File: src/rtl/nibble_serial_adder.sv
// nibble_serial_adder
//   Adds two WIDTH-bit unsigned operands four bits per clock through one 4-bit
//   ripple-carry slice. The carry between nibbles lives in carry_r, so a full
//   add takes N = WIDTH/4 RUN cycles. Operands arrive on a valid/ready input
//   handshake and the result leaves on a valid/ready output handshake.
//   WIDTH must be a multiple of 4 and at least 4.
//
// Ports
//   clk        rising-edge clock
//   rst_n      asynchronous active-low reset
//   in_valid   a, b, cin are valid
//   in_ready   block can accept operands (state == IDLE)
//   a, b       operands, sampled on accept
//   cin        carry into nibble 0, sampled on accept
//   out_valid  sum/cout hold a finished result (state == DONE)
//   out_ready  sink takes the result
//   sum        registered (a + b + cin) mod 2^WIDTH
//   cout       registered carry out of the top nibble

// 4-bit ripple-carry slice. This is the only adder in the datapath.
module nibble_slice (
  input  logic [3:0] a,
  input  logic [3:0] b,
  input  logic       cin,
  output logic [3:0] sum,
  output logic       cout
);
  always_comb begin
    logic c;
    // NOTE: combinational logic uses blocking '=' so each bit sees the carry
    // produced by the bit below it in the same evaluation.
    c   = cin;
    sum = '0;
    for (int i = 0; i < 4; i++) begin
      sum[i] = a[i] ^ b[i] ^ c;
      c      = (a[i] & b[i]) | (c & (a[i] ^ b[i]));
    end
    cout = c;
  end
endmodule

module nibble_serial_adder #(
  parameter int WIDTH = 16
) (
  input  logic             clk,
  input  logic             rst_n,
  input  logic             in_valid,
  output logic             in_ready,
  input  logic [WIDTH-1:0] a,
  input  logic [WIDTH-1:0] b,
  input  logic             cin,
  output logic             out_valid,
  input  logic             out_ready,
  output logic [WIDTH-1:0] sum,
  output logic             cout
);

  localparam int N     = WIDTH / 4;
  localparam int IDX_W = (N > 1) ? $clog2(N) : 1;

  typedef enum logic [1:0] {
    IDLE,
    RUN,
    DONE
  } state_t;

  state_t           state, state_next;
  logic [WIDTH-1:0] a_sh, b_sh, sum_r;
  logic             carry_r;
  logic [IDX_W-1:0] idx;

  logic [3:0]       slice_sum;
  logic             slice_cout;
  logic [WIDTH-1:0] sum_shift;
  logic             accept;
  logic             last_step;

  nibble_slice u_slice (
    .a   (a_sh[3:0]),
    .b   (b_sh[3:0]),
    .cin (carry_r),
    .sum (slice_sum),
    .cout(slice_cout)
  );

  // New nibble enters at the top; after N steps nibble 0 has reached bit 0.
  // Written as shift-and-or so WIDTH=4 needs no special case.
  assign sum_shift = (sum_r >> 4) | (WIDTH'(slice_sum) << (WIDTH - 4));

  assign accept    = (state == IDLE) && in_valid;
  assign last_step = (idx == IDX_W'(N - 1));

  // Handshake outputs are pure state decodes: no path from in_valid/out_ready.
  assign in_ready  = (state == IDLE);
  assign out_valid = (state == DONE);
  assign sum       = sum_r;
  assign cout      = carry_r;

  // NOTE: sequential state uses non-blocking '<=' so every register samples
  // pre-edge values and simulation matches the synthesized flops.
  always_ff @(posedge clk or negedge rst_n) begin
    if (!rst_n) state <= IDLE;
    else        state <= state_next;
  end

  always_comb begin
    // NOTE: next-state gets a default before the case so no path leaves it
    // unassigned, which would otherwise infer a latch.
    state_next = state;
    unique case (state)
      IDLE: if (in_valid)  state_next = RUN;
      RUN:  if (last_step) state_next = DONE;
      DONE: if (out_ready) state_next = IDLE;
      default:             state_next = IDLE;
    endcase
  end

  // NOTE: the datapath registers are reset too, because sum/cout are driven
  // straight from them and must read 0 while rst_n is low.
  always_ff @(posedge clk or negedge rst_n) begin
    if (!rst_n) begin
      a_sh    <= '0;
      b_sh    <= '0;
      sum_r   <= '0;
      carry_r <= 1'b0;
      idx     <= '0;
    end else if (accept) begin
      a_sh    <= a;
      b_sh    <= b;
      carry_r <= cin;
      idx     <= '0;
    end else if (state == RUN) begin
      sum_r   <= sum_shift;
      a_sh    <= a_sh >> 4;
      b_sh    <= b_sh >> 4;
      carry_r <= slice_cout;
      idx     <= idx + IDX_W'(1);
    end
  end

endmodule

File: config.mk
export PLATFORM = sky130hd
export DESIGN_NAME = nibble_serial_adder
export DESIGN_NICKNAME = d
export VERILOG_FILES = /design/src/rtl/nibble_serial_adder.sv
export SDC_FILE = /design/constraint.sdc
export NUM_CORES = 1
export LEC_CHECK = 0
export ABC_AREA = 1
export BUFFER_PORTS_ARGS = -buffer_cell sky130_fd_sc_hd__buf_4
export CORE_UTILIZATION = 55
export CTS_BUF_LIST = sky130_fd_sc_hd__clkbuf_8
export DETAILED_ROUTE_END_ITERATION = 6
export PLACE_DENSITY = 0.94
export SYNTH_ARGS = -nofsm -noshare
export SYNTH_HDL_FRONTEND = slang
export SYNTH_SLANG_ARGS = --single-unit
File: constraint.sdc
create_clock -name clk -period 2.2 [get_ports clk]
set_input_delay 0.44 -clock clk [delete_from_list [all_inputs] [get_ports clk]]
set_output_delay 0.44 -clock clk [all_outputs]
set_load 0.02 [all_outputs]
Word-level counts from Yosys, hierarchy flattened
Cells that the tools add are included.
{"block": "op_classes", "n_mul": 0, "bitwise": 22, "muxes": 12, "n_addsub": 1, "div_mod_pow": 0, "eq_ne": 6, "magnitude_cmp": 0, "n_reduce_logical": 5, "shifts": 0}
{"op": "$mux 16", "count": 4}
{"op": "$or 12x16->16", "count": 1}
{"op": "$mux 2", "count": 5}
{"op": "$and 1x1->1", "count": 8}
{"op": "$xor 1x1->1", "count": 8}
{"op": "$pmux 2 s3", "count": 1}
{"op": "$eq 2x2->1 const B", "count": 2}
{"op": "$ne 2x2->1 const B", "count": 2}
{"op": "$or 1x1->1", "count": 4}
{"op": "$reduce_and 3->1", "count": 1}
{"op": "$add 2x1->2 const B", "count": 1}
{"op": "$eq 2x1->1 const B", "count": 1}
{"op": "$logic_not 2->1", "count": 1}
{"op": "$mux 1", "count": 2}
{"op": "$ne 2x1->1 const B", "count": 1}
{"op": "$reduce_and 2->1", "count": 1}
{"op": "$reduce_bool 2->1", "count": 1}
{"op": "$logic_and 1x1->1", "count": 1}
{"op": "$not 1->1", "count": 1}
{"block": "word_totals", "inputBits": 37, "latchBits": 0, "romBits": 0, "memories": 0, "mem_bits_rw": 0, "reg_bits": 53, "elab_cells": 52}

Longest topological paths before layout
Gate-level depths: netlist of the first run.
{"block": "depth", "word_depth": 11, "mapped_depth": 10}

Cells and area by module
A second synthesis of the first run with hierarchy kept.
{"block": "hier_totals", "hier_cells": 264, "area_unflattened_um2": 2354.8}
{"mod": "nibble_serial_adder", "instances": 1, "area_per_inst_um2": 2237.1, "seq_area_each_um2": 1326.3, "cells_per_inst": 250}
{"mod": "nibble_slice", "instances": 1, "area_per_inst_um2": 117.6, "seq_area_each_um2": 0.0, "cells_per_inst": 14}

Worst setup path before layout of the first run
No wires, ideal clock.
{"block": "synth_timing", "path_kind": "flip-flop to flip-flop", "from": "register carry_r (netlist: cout)", "to": "register sum_r[15] (netlist: sum[15])", "required_ns": 2.124, "synth_period_minus_slack_ns": 2.143, "path_stages_with_launch": 9, "arrival_time_ns": 2.067, "setup_slack_ns": 0.057, "cell_sequence": "dfrtp_1 > fa_1 > inv_1 > fa_1 > inv_1 > fa_1 > inv_1 > fa_1 > o21ai_1"}
{"block": "synth_between", "elab_chain_cells": 8}
{"element": "start: declaration", "line_no": "69", "source": "logic carry_r;"}
{"element": "start signal: assignment", "line_no": "130", "source": "carry_r <= cin;"}
{"element": "start signal: assignment", "line_no": "136", "source": "carry_r <= slice_cout;"}
{"element": "$and 1x1->1", "line_no": "36", "source": "c = (a[i] & b[i]) | (c & (a[i] ^ b[i]));"}
{"element": "$or 1x1->1", "line_no": "36"}
{"element": "$and 1x1->1", "line_no": "36"}
{"element": "$or 1x1->1", "line_no": "36"}
{"element": "$and 1x1->1", "line_no": "36"}
{"element": "$or 1x1->1", "line_no": "36"}
{"element": "$xor 1x1->1", "line_no": "35", "source": "sum[i] = a[i] ^ b[i] ^ c;"}
{"element": "$or 12x16->16", "line_no": "88", "source": "assign sum_shift = (sum_r >> 4) | (WIDTH'(slice_sum) << (WIDTH - 4));"}
{"element": "end signal: assignment", "line_no": "133", "source": "sum_r <= sum_shift;"}
{"element": "end: declaration", "line_no": "68", "source": "logic [WIDTH-1:0] a_sh, b_sh, sum_r;"}
Every way passes these cells.
A chain may end at the register's enable or synchronous reset.

Worst setup path in the final report of the first run
{"block": "layout_timing", "from": "register b_sh[0]", "to": "register sum_r[15] (netlist: sum[15])"}
{"block": "layout_between", "elab_chain_cells": 9, "elab_cells_between_ends": 10, "cone_classes": "10 x bitwise"}
{"element": "start: declaration", "line_no": "68"}
{"element": "start signal: assignment", "line_no": "135", "source": "b_sh <= b_sh >> 4;"}
{"element": "$xor 1x1->1", "line_no": "36"}
{"element": "$and 1x1->1", "line_no": "36"}
{"element": "$or 1x1->1 (*)", "line_no": "36"}
{"element": "$and 1x1->1 (*)", "line_no": "36"}
{"element": "$or 1x1->1 (*)", "line_no": "36"}
{"element": "$and 1x1->1 (*)", "line_no": "36"}
{"element": "$or 1x1->1 (*)", "line_no": "36"}
{"element": "$xor 1x1->1 (*)", "line_no": "35"}
{"element": "$or 12x16->16 (*)", "line_no": "88"}
Mark *: on every way between the ends. The rest lies on a longest branch, timed or not.

==> results.tsv, run 1 <==
stage	metric	value	unit
placed_design	DP Area	0.00275	mm2
worst_hold_path	worst min-delay path class	primary input to async pin	
floorplan	die height	66.9	um
global_route	Overall Global Routing Usage	24.6	%
sta	Slew @ Worst Pin	0.643	ns
sta	Slew Viols, Final	0	
cells_and_area	Filler cells	339	
critical_path	crit-path max FO	2	
cells_and_area	Layout Nets	358	
clocking	root buffer cell	clkbuf_8	
floorplan	row cnt	23	
placed_design	placed cell count	358	
synthesis	largest family of logic cells by synthesized area	simple AND/OR/NAND/NOR gates	
detailed_routing	# DRC	0	
synthesis	synthesis warning total	0	
cells_and_area	synth-to-layout area growth	24.1	%
synthesis	sequential cell area fraction in the yosys report	57.3	%
critical_path	Crit Path Class	flip-flop to flip-flop	
synthesis	Synth Net Count	305	
critical_path	critical path launch point type	flip-flop	
critical_path	critical path required time	2.43	ns
outcome	outcome	finished, final reports clean	
synthesis	Synth area leaders	dfrtp_1, nand2_1, nand3_1	
synthesis	Post-synth EDFFs	0	
critical_path	worst reg-to-reg path cell count	8	
floorplan	die footprint	0.00447	mm2
sta	min Tclk post-route	2.15	ns
synthesis	Yosys top cell by area	dfrtp_1	
detailed_routing	drt wl/cell	13.0	um
floorplan	io pins	56	
synthesis	Synth Flop Type	dfrtp_1	
floorplan	Starting Density	57.5	%
clocking	Inserted Clock Buffers	5	
detailed_routing	Vias	1891	
detailed_routing	Pre-antenna DRT Iters	4	
critical_path	r2r endpoint	sum[15]	
critical_path	worst r2r src	b_sh[0]	
run	max-cap viol count	0	
global_route	first-pass GRT wire length	7.90	mm
clocking	Skew-Pair Late Insertion Delay	0.31	ns
sta	FMAX	466	MHz
sta	RSZ-0062 raised after global routing	false	
critical_path	reg2reg setup slack	0.05	ns
detailed_routing	antenna-violating nets left	0	
clocking	Clock Tree Buf Depth	2	
synthesis	area share of the largest cell type after synthesis	57.3	%
placed_design	Placer Congestion	0.804	
synthesis	Syn Area/Cell	8.81	um2
cells_and_area	non-filler cells, final	367	
synthesis	Cell variety after synth	16	
clocking	CTS tree	yes	
detailed_routing	DR iter-0 viols	91	
sta	Slew Limit Headroom	57.1	%
power_and_ir_drop	Max IR drop VDD	0.000820	V
synthesis	Post-Synth Adder-Cell Area	4.00	%
clocking	clock sink count	53	
global_route	initial antenna violation count	0	
synthesis	XOR/XNOR Fraction of Synth Area	0	%
floorplan	core area	0.00403	mm2
sta	final worst-path cycle share	97.6	%
critical_path	crit path DAT	2.38	ns
synthesis	compound-cell area share of the yosys netlist	3.73	%
placed_design	HPWL Detailed	3.38	mm
clocking	Reg clk slew, reported paths	0.09	ns
cells_and_area	# diodes	0	
synthesis	synthesized instance count	263	
cells_and_area	share of layout cells above drive strength 1	23.3	%
power_and_ir_drop	static leakage	1.51	nW
global_route	vias in the first global route	1822	
synthesis	post-synthesis register bit count	53	
global_route	largest net degree at the start of global routing	54	
sta	final setup vio count	0	
sta	clock skew	0.0104	ns
power_and_ir_drop	Cell Pwr Density	1410	mW/mm2
placed_design	IO buf count	55	
critical_path	Setup crit end kind	flip-flop	
synthesis	most common cell in the netlist	nand2_1	
synthesis	mux contribution to synthesized area	0	%
detailed_routing	DRT Wirelength	4.77	mm
cells_and_area	post-route cell area	0.00287	mm2
synthesis	mapped cell area	0.00232	mm2
synthesis	async set-reset flop share out of synthesis	100	%
sta	final hold violation count	0	
detailed_routing	via/cell ratio	5.15	
floorplan	Die Width	66.9	um
global_route	total gr overflow	0	
clocking	H-tree depth	2	
synthesis	simple-gate share of the synthesized area	28.8	%
synthesis	commonest cells in the netlist	nand2_1, nand3_1, dfrtp_1	
==> per-stage QoR <==
stage	hold slack [ns]	setup slack, ns	TNS (ns)	util (%)	total power, mW
after CTS	0.165	0.0322	0	71.3	4.08
after global routing	0.191	0.00258	0	71.3	4.36
after detailed placement	0.459	-0.0331	-0.0331	68.3	3.42
after global placement	0.453	0.115	0	68.3	3.30
after floorplan	0.144	0.0569	0	-	2.82
final	0.158	0.0523	0	71.3	4.04
==> flip-flops by register name (all words and copies together), names as in the netlist <==
register	count
sum	16
a_sh	16
state	2
idx	2
b_sh	16
cout	1
==> cell usage in the layout (no fill, tap or decap), drive strengths merged <==
cell | synthesis | final
clkinv | 0 | 1
o21ai | 15 | 15
nor2 | 3 | 3
inv | 16 | 17
fa | 4 | 4
nand3 | 58 | 58
nand2 | 96 | 96
bufinv | 0 | 1
ha | 1 | 1
buf | 13 | 62
clkbuf | 3 | 5
o31ai | 1 | 1
dfrtp | 53 | 53
==> where the power goes <==
group          switching, mW  internal (mW)  total, mW
Clock                  0.307          0.337      0.644
Combinational           1.09          0.682       1.78
Sequential             0.248           1.37       1.62
Total                   1.65           2.39       4.04
==> worst max-delay path: stages (launching register included) <==
cell and delay (ns):
dfrtp_1 0.41, fa_2 0.39, inv_1 0.08, fa_1 0.15, inv_1 0.05, fa_1 0.36, inv_1 0.07, fa_1 0.40
o21ai_1 0.15
==> layer usage <==
layer  GRT usage, %  vias to the layer above  part of all wire (%)
li1               -                      945                     -
met2           43.4                       61                    51
met3           8.73                        6                   6.3
met1           26.9                      879                    41
met4           8.78                        0                   1.3
met5              0                        -                     0
==> kinds of logic (layout without fill, tap and decap cells) <==
| logic type | after synthesis | after routing |
|---|---|---|
| compound gates | 16 | 16 |
| buf+inv | 32 | 86 |
| simple gates | 157 | 157 |
| flops | 53 | 53 |
| fa+ha+maj | 5 | 5 |
==> final cells by class <==
| cell class | count | area, um2 | area share (%) |
|---|---|---|---|
| sequential | 53 | 1330 | 46.1 |
| tap | 50 | 62.6 | 2.18 |
| clock buffer | 5 | 68.8 | 2.39 |
| clock inverter | 3 | 42.5 | 1.48 |
| multi-input combinational | 178 | 848 | 29.5 |
| inverter | 16 | 60.1 | 2.09 |
| timing repair buffer | 62 | 465 | 16.2 |
==> what timing repair did <==
| item | in CTS | in global routing |
|---|---|---|
| pin swaps | 1 | 1 |
| hold buffers | 0 | 0 |
| setup buffers | 1 | 0 |
| resized for setup | 1 | 0 |
| setup endpoints to repair | 1 | 1 |
==> worst max-delay path by stage <==
stage,from,end,slack (ns),depth (start not counted)
3_3_place_gp,cout,sum[15],0.11,8
3_5_place_dp,cout,sum[15],-0.03,8
2_1_floorplan,cout,sum[15],0.06,8
6_report,b_sh[0],sum[15],0.05,8
5_1_grt,b_sh[0],sum[15],0.003,8
4_1_cts,cout,sum[15],0.03,8
Power figures use the tool's default switching activity.
==> inputs of run 2 (changes only) <==
==> constraint.sdc (replaced) <==
create_clock -name clk -period 2.2 [get_ports clk]
set_input_delay 0.44 -clock clk [delete_from_list [all_inputs] [get_ports clk]]
set_output_delay 0.44 -clock clk [all_outputs]
set_load 0.1 [all_outputs]
==> results.tsv, run 2 (synthesized netlist as in run 1, its figures left out) <==
stage	metric	value	unit	change
global_route	vias in the first global route	1881		was 1822
sta	total negative setup slack	0	ns	unchanged
sta	FMAX	468	MHz	was 466 MHz
clocking	H-tree depth	2		unchanged
global_route	grt met1 use	30.7	%	was 26.9%
global_route	largest net degree at the start of global routing	54		unchanged
sta	fin worst setup slack	0.0625	ns	was 0.0523 ns
placed_design	Placer Congestion	0.748		was 0.804
floorplan	io pins	56		unchanged
detailed_routing	DR iter-0 viols	115		was 91
sta	Slew Limit Headroom	55.9	%	was 57.1%
sta	RSZ-0062 raised after global routing	true		was false
power_and_ir_drop	Final Power	4.88	mW	was 4.04 mW
sta	final worst-path cycle share	97.2	%	was 97.6%
sta	min Tclk post-route	2.14	ns	was 2.15 ns
worst_hold_path	worst min-delay path class	primary input to async pin		unchanged
floorplan	die footprint	0.00447	mm2	unchanged
cells_and_area	non-filler cells, final	366		was 367
detailed_routing	# DRC	0		unchanged
cells_and_area	most common cell after layout, fill and taps aside	nand2_1		unchanged
critical_path	crit path DAT	2.38	ns	about the same
clocking	Skew-Pair Late Insertion Delay	0.31	ns	about the same
power_and_ir_drop	Max IR drop VDD	0.000740	V	was 0.000820 V
sta	clock skew	0.00543	ns	was 0.0104 ns
sta	Slew @ Worst Pin	0.661	ns	was 0.643 ns
cells_and_area	share of layout cells above drive strength 1	24.7	%	was 23.3%
clocking	Reg clk slew, reported paths	0.09	ns	about the same
sta	Slew Viols, Final	0		unchanged
clocking	root buffer cell	clkbuf_8		unchanged
floorplan	core area	0.00403	mm2	unchanged
sta	final hold violation count	0		unchanged
critical_path	Crit Path Class	flip-flop to flip-flop		unchanged
detailed_routing	via/cell ratio	5.29		was 5.15
detailed_routing	Vias	1936		was 1891
critical_path	critical path required time	2.44	ns	was 2.43 ns
global_route	GRT busiest layer	met2		unchanged
placed_design	IO buf count	55		unchanged
power_and_ir_drop	Clock Power Share	11.2	%	was 15.9%
critical_path	crit-path max FO	3		was 2
placed_design	HPWL Detailed	3.32	mm	was 3.38 mm
cells_and_area	most frequent cells in the layout	nand2_1, buf_4, nand3_1		unchanged
cells_and_area	# diodes	0		unchanged
floorplan	row cnt	23		unchanged
clocking	clock sink count	53		unchanged
power_and_ir_drop	share of power burned in combinational logic	55.2	%	was 43.9%
sta	Fin Hold WS	0.152	ns	was 0.158 ns
placed_design	DP Area	0.00276	mm2	was 0.00275 mm2
power_and_ir_drop	Sw Ratio	52.6	%	was 40.8%
floorplan	die height	66.9	um	unchanged
sta	final setup vio count	0		unchanged
global_route	initial antenna violation count	0		unchanged
cells_and_area	post-route cell area	0.00285	mm2	was 0.00287 mm2
placed_design	placed cell count	357		was 358
clocking	Inserted Clock Buffers	5		unchanged
clocking	# hold bufs at CTS	0		unchanged
global_route	Overall Global Routing Usage	25.1	%	was 24.6%
global_route	first-pass GRT wire length	8.23	mm	was 7.90 mm
detailed_routing	Pre-antenna DRT Iters	4		unchanged
power_and_ir_drop	static leakage	1.49	nW	was 1.51 nW
global_route	total gr overflow	0		unchanged
cells_and_area	synth-to-layout area growth	23.2	%	was 24.1%
detailed_routing	antenna-violating nets left	0		unchanged
floorplan	Starting Density	57.5	%	unchanged
clocking	CTS tree	yes		unchanged
detailed_routing	drt wl/cell	13.1	um	was 13.0 um
global_route	routing usage on met3	8.22	%	was 8.73%
clocking	Clock Tree Buf Depth	2		unchanged
critical_path	Setup crit end kind	flip-flop		unchanged
power_and_ir_drop	Flop pwr share	33.6	%	was 40.1%
detailed_routing	DRT Wirelength	4.81	mm	was 4.77 mm
run	max-cap viol count	0		unchanged
power_and_ir_drop	Cell Pwr Density	1710	mW/mm2	was 1410 mW/mm2
floorplan	Die Width	66.9	um	unchanged
outcome	outcome	finished, final reports clean		unchanged
placed_design	dpl ws	0.0799	ns	was -0.0331 ns
cells_and_area	Layout Nets	357		was 358
critical_path	critical path launch point type	flip-flop		unchanged
global_route	grt met2 use	41.8	%	was 43.4%
power_and_ir_drop	Power Internal	2.31	mW	was 2.39 mW
power_and_ir_drop	sw power	2.57	mW	was 1.65 mW
cells_and_area	fin util	70.8	%	was 71.3%
[run 2: cell types whose count changed in the layout (fill, tap and decap cells not counted)]
cell | before | now
dfrtp_4 | 0 | 1
clkinv_4 | 1 | 0
dfrtp_1 | 53 | 52
clkbuf_8 | 5 | 6
fa_2 | 1 | 3
inv_2 | 1 | 4
fa_1 | 3 | 1
inv_1 | 16 | 14
bufinv_16 | 1 | 0
buf_4 | 62 | 61
[run 2: metal layers]
metal	share of wire, %	up-vias
met2	49	67
li1	-	942
met1	42	921
met4	1.5	0
met3	7.1	6
met5	0	-
[run 2: critical path: stages, from the launching register on]
cell,delay (ns)
dfrtp_4,0.50
fa_2,0.36
inv_2,0.06
fa_2,0.18
inv_2,0.04
fa_2,0.33
inv_2,0.07
fa_1,0.40
o21ai_1,0.12
[run 2: worst paths after layout]
check | startpoint | endpoint | slack, ns | cells past startpoint
hold reg to reg | sum[3] | sum[3] | 0.48 | 2
setup / recovery | cout | sum[15] | 0.06 | 8
min in group clk | out_ready | state[1] | 0.30 | 2
max in group asynchronous | rst_n | cout | 1.56 | 1
hold / removal | rst_n | sum[2] | 0.15 | 1
setup reg to reg | cout | sum[15] | 0.06 | 8
[run 2: power groups by stage]
stage                     clock network (mW)  registers, mW  logic, mW
final                                  0.547           1.64       2.69
after detailed placement                   0           1.65       2.69
after global routing                   0.597           1.68       2.94
after floorplan                            0           2.57       1.16
after global placement                     0           1.62       2.60
after CTS                              0.564           1.64       2.70
[run 2: what timing repair did]
action / in CTS / in global routing
buffers inserted: 0 / 1
gates resized for setup: 0 / 1
endpoints found under the setup margin: 0 / 1
[run 2: layout make-up]
cell class | instances | area [um2]
tap | 50 | 62.6
fill | 310 | 1170
sequential | 53 | 1330
inverter | 16 | 60.1
clock buffer | 6 | 82.6
multi-input combinational | 178 | 853
clock inverter | 2 | 7.51
timing repair buffer | 61 | 458
==> inputs of run 3 (changes only) <==
--- a/config.mk
+++ b/config.mk
@@ -12,4 +12,5 @@
 export DETAILED_ROUTE_END_ITERATION = 6
 export PLACE_DENSITY = 0.94
+export REMOVE_ABC_BUFFERS = 1
 export SYNTH_ARGS = -nofsm -noshare
 export SYNTH_HDL_FRONTEND = slang
==> constraint.sdc (replaced) <==
create_clock -name clk -period 2.2 [get_ports clk]
set_input_delay 0.55 -clock clk [delete_from_list [all_inputs] [get_ports clk]]
set_output_delay 0.55 -clock clk [all_outputs]
set_load 0.1 [all_outputs]
==> results.tsv, run 3 (synthesized netlist as in run 1, its figures left out) <==
stage	metric	value	unit	change
outcome	outcome	finished, final reports clean		unchanged
critical_path	crit path DAT	2.34	ns	was 2.38 ns
sta	Slew Limit Headroom	57.2	%	was 55.9%
critical_path	critical path launch point type	flip-flop		unchanged
detailed_routing	drt wl/cell	13.1	um	about the same
critical_path	Worst path depth	8		unchanged
global_route	initial antenna violation count	0		unchanged
critical_path	crit path from	cout		unchanged
floorplan	io pins	56		unchanged
critical_path	Critical Path End	sum[15]		unchanged
detailed_routing	Vias	1928		was 1936
sta	RSZ-0062 raised after global routing	false		was true
clocking	clock sink count	53		unchanged
critical_path	Buf/Inv on CP	3		unchanged
clocking	Inserted Clock Buffers	5		unchanged
power_and_ir_drop	Final Power	4.98	mW	was 4.88 mW
global_route	first-pass GRT wire length	7.84	mm	was 8.23 mm
critical_path	family with the most delay on the worst path	adder cells		unchanged
cells_and_area	# diodes	0		unchanged
sta	fin worst setup slack	0.0940	ns	was 0.0625 ns
detailed_routing	antenna-violating nets left	0		unchanged
placed_design	Placer Congestion	0.769		was 0.748
critical_path	crit-path max FO	2		was 3
critical_path	worst reg-to-reg path cell count	8		unchanged
placed_design	HPWL Detailed	3.27	mm	was 3.32 mm
sta	min Tclk post-route	2.11	ns	was 2.14 ns
clocking	CTS tree	yes		unchanged
critical_path	worst r2r src	cout		unchanged
power_and_ir_drop	Max IR drop VDD	0.00112	V	was 0.000740 V
detailed_routing	via/cell ratio	5.25		was 5.29
global_route	vias in the first global route	1826		was 1881
sta	Slew Viols, Final	0		unchanged
critical_path	reg2reg setup slack	0.09	ns	was 0.06 ns
sta	final hold violation count	0		unchanged
sta	Slew @ Worst Pin	0.641	ns	was 0.661 ns
cells_and_area	share of layout cells above drive strength 1	23.7	%	was 24.7%
sta	clock skew	0.00882	ns	was 0.00543 ns
cells_and_area	Layout Nets	358		was 357
critical_path	CP max-delay cell	dfrtp_1		was dfrtp_4
global_route	total gr overflow	0		unchanged
critical_path	ordered cell list for the critical path	fa_2 > inv_1 > fa_1 > inv_1 > fa_1 > inv_1 > fa_1 > o21ai_1		was fa_2 > inv_2 > fa_2 > inv_2 > fa_2 > inv_2 > fa_1 > o21ai_1
detailed_routing	# DRC	0		unchanged
critical_path	Crit Path Class	flip-flop to flip-flop		unchanged
sta	FMAX	475	MHz	was 468 MHz
clocking	Clock Tree Buf Depth	2		unchanged
run	max-cap viol count	0		unchanged
worst_hold_path	worst min-delay path class	primary input to async pin		unchanged
floorplan	die height	66.9	um	unchanged
floorplan	Starting Density	57.5	%	unchanged
critical_path	Critical Path Max Stage Delay	0.41	ns	was 0.50 ns
placed_design	IO buf count	55		unchanged
cells_and_area	fin util	71.4	%	was 70.8%
sta	final worst-path cycle share	95.7	%	was 97.2%
power_and_ir_drop	static leakage	1.50	nW	was 1.49 nW
cells_and_area	Filler cells	328		was 310
global_route	largest net degree at the start of global routing	54		unchanged
cells_and_area	most frequent cells in the layout	nand2_1, buf_4, nand3_1		unchanged
cells_and_area	most common cell after layout, fill and taps aside	nand2_1		unchanged
clocking	# hold bufs at CTS	0		unchanged
floorplan	die footprint	0.00447	mm2	unchanged
detailed_routing	DRT Wirelength	4.81	mm	about the same
floorplan	row cnt	23		unchanged
sta	final setup vio count	0		unchanged
detailed_routing	Pre-antenna DRT Iters	4		unchanged
global_route	Overall Global Routing Usage	23.9	%	was 25.1%
floorplan	core area	0.00403	mm2	unchanged
power_and_ir_drop	Cell Pwr Density	1730	mW/mm2	was 1710 mW/mm2
placed_design	dpl ws	0.0334	ns	was 0.0799 ns
detailed_routing	DR iter-0 viols	118		was 115
clocking	H-tree depth	2		unchanged
clocking	Reg clk slew, reported paths	0.09	ns	about the same
critical_path	critical path required time	2.44	ns	about the same
critical_path	Setup crit end kind	flip-flop		unchanged
critical_path	r2r endpoint	sum[15]		unchanged
cells_and_area	synth-to-layout area growth	24.3	%	was 23.2%
clocking	root buffer cell	clkbuf_8		unchanged
clocking	Skew-Pair Late Insertion Delay	0.31	ns	about the same
floorplan	Die Width	66.9	um	unchanged
## run 3: metrics by stage
step           hold WS [ns]  instances  TNS, ns  area, um2
5_1_grt               0.306        367        0       2880
3_5_place_dp          0.459        358        0       2750
4_1_cts               0.277        367        0       2880
6_report              0.266        367        0       2880
2_1_floorplan         0.254        247    -1.18       2230
3_3_place_gp          0.453        358        0       2750
## run 3: worst min path at each step
| stage | cells after the start | slack [ns] | end |
|---|---|---|---|
| global placement | 2 | 0.45 | b_sh[15] |
| detailed placement | 2 | 0.46 | b_sh[12] |
| floorplan | 0 | 0.25 | a_sh[0] |
| global route | 1 | 0.31 | b_sh[11] |
| finish | 1 | 0.27 | sum[11] |
| CTS | 1 | 0.28 | sum[3] |
## run 3: power by group
part	switching [mW]	internal (mW)
clock network	0.319	0.340
registers	0.250	1.37
logic	2.01	0.682
total	2.58	2.40
## run 3: final cells by class
cell class                      instances  area, um2  share of cell area, %
Tap cell                               50       62.6                   2.17
Inverter                               16       60.1                   2.09
Clock inverter                          3       46.3                   1.61
Timing Repair Buffer                   62        465                   16.2
Clock buffer                            5       68.8                   2.39
Sequential cell                        53       1330                   46.1
Multi-Input combinational cell        178        848                   29.5
## run 3: metal layers
layer	global-route usage, %	part of all wire (%)
met4	6.65	1.2
met5	0	0
met1	27.9	41
met2	43.3	53
met3	5.82	5.0
## run 3: timing repair
action                                  in CTS  in global routing
resized for setup                            0                  1
endpoints found under the setup margin       1                  1
setup buffers                                1                  0
pin swaps                                    0                  1
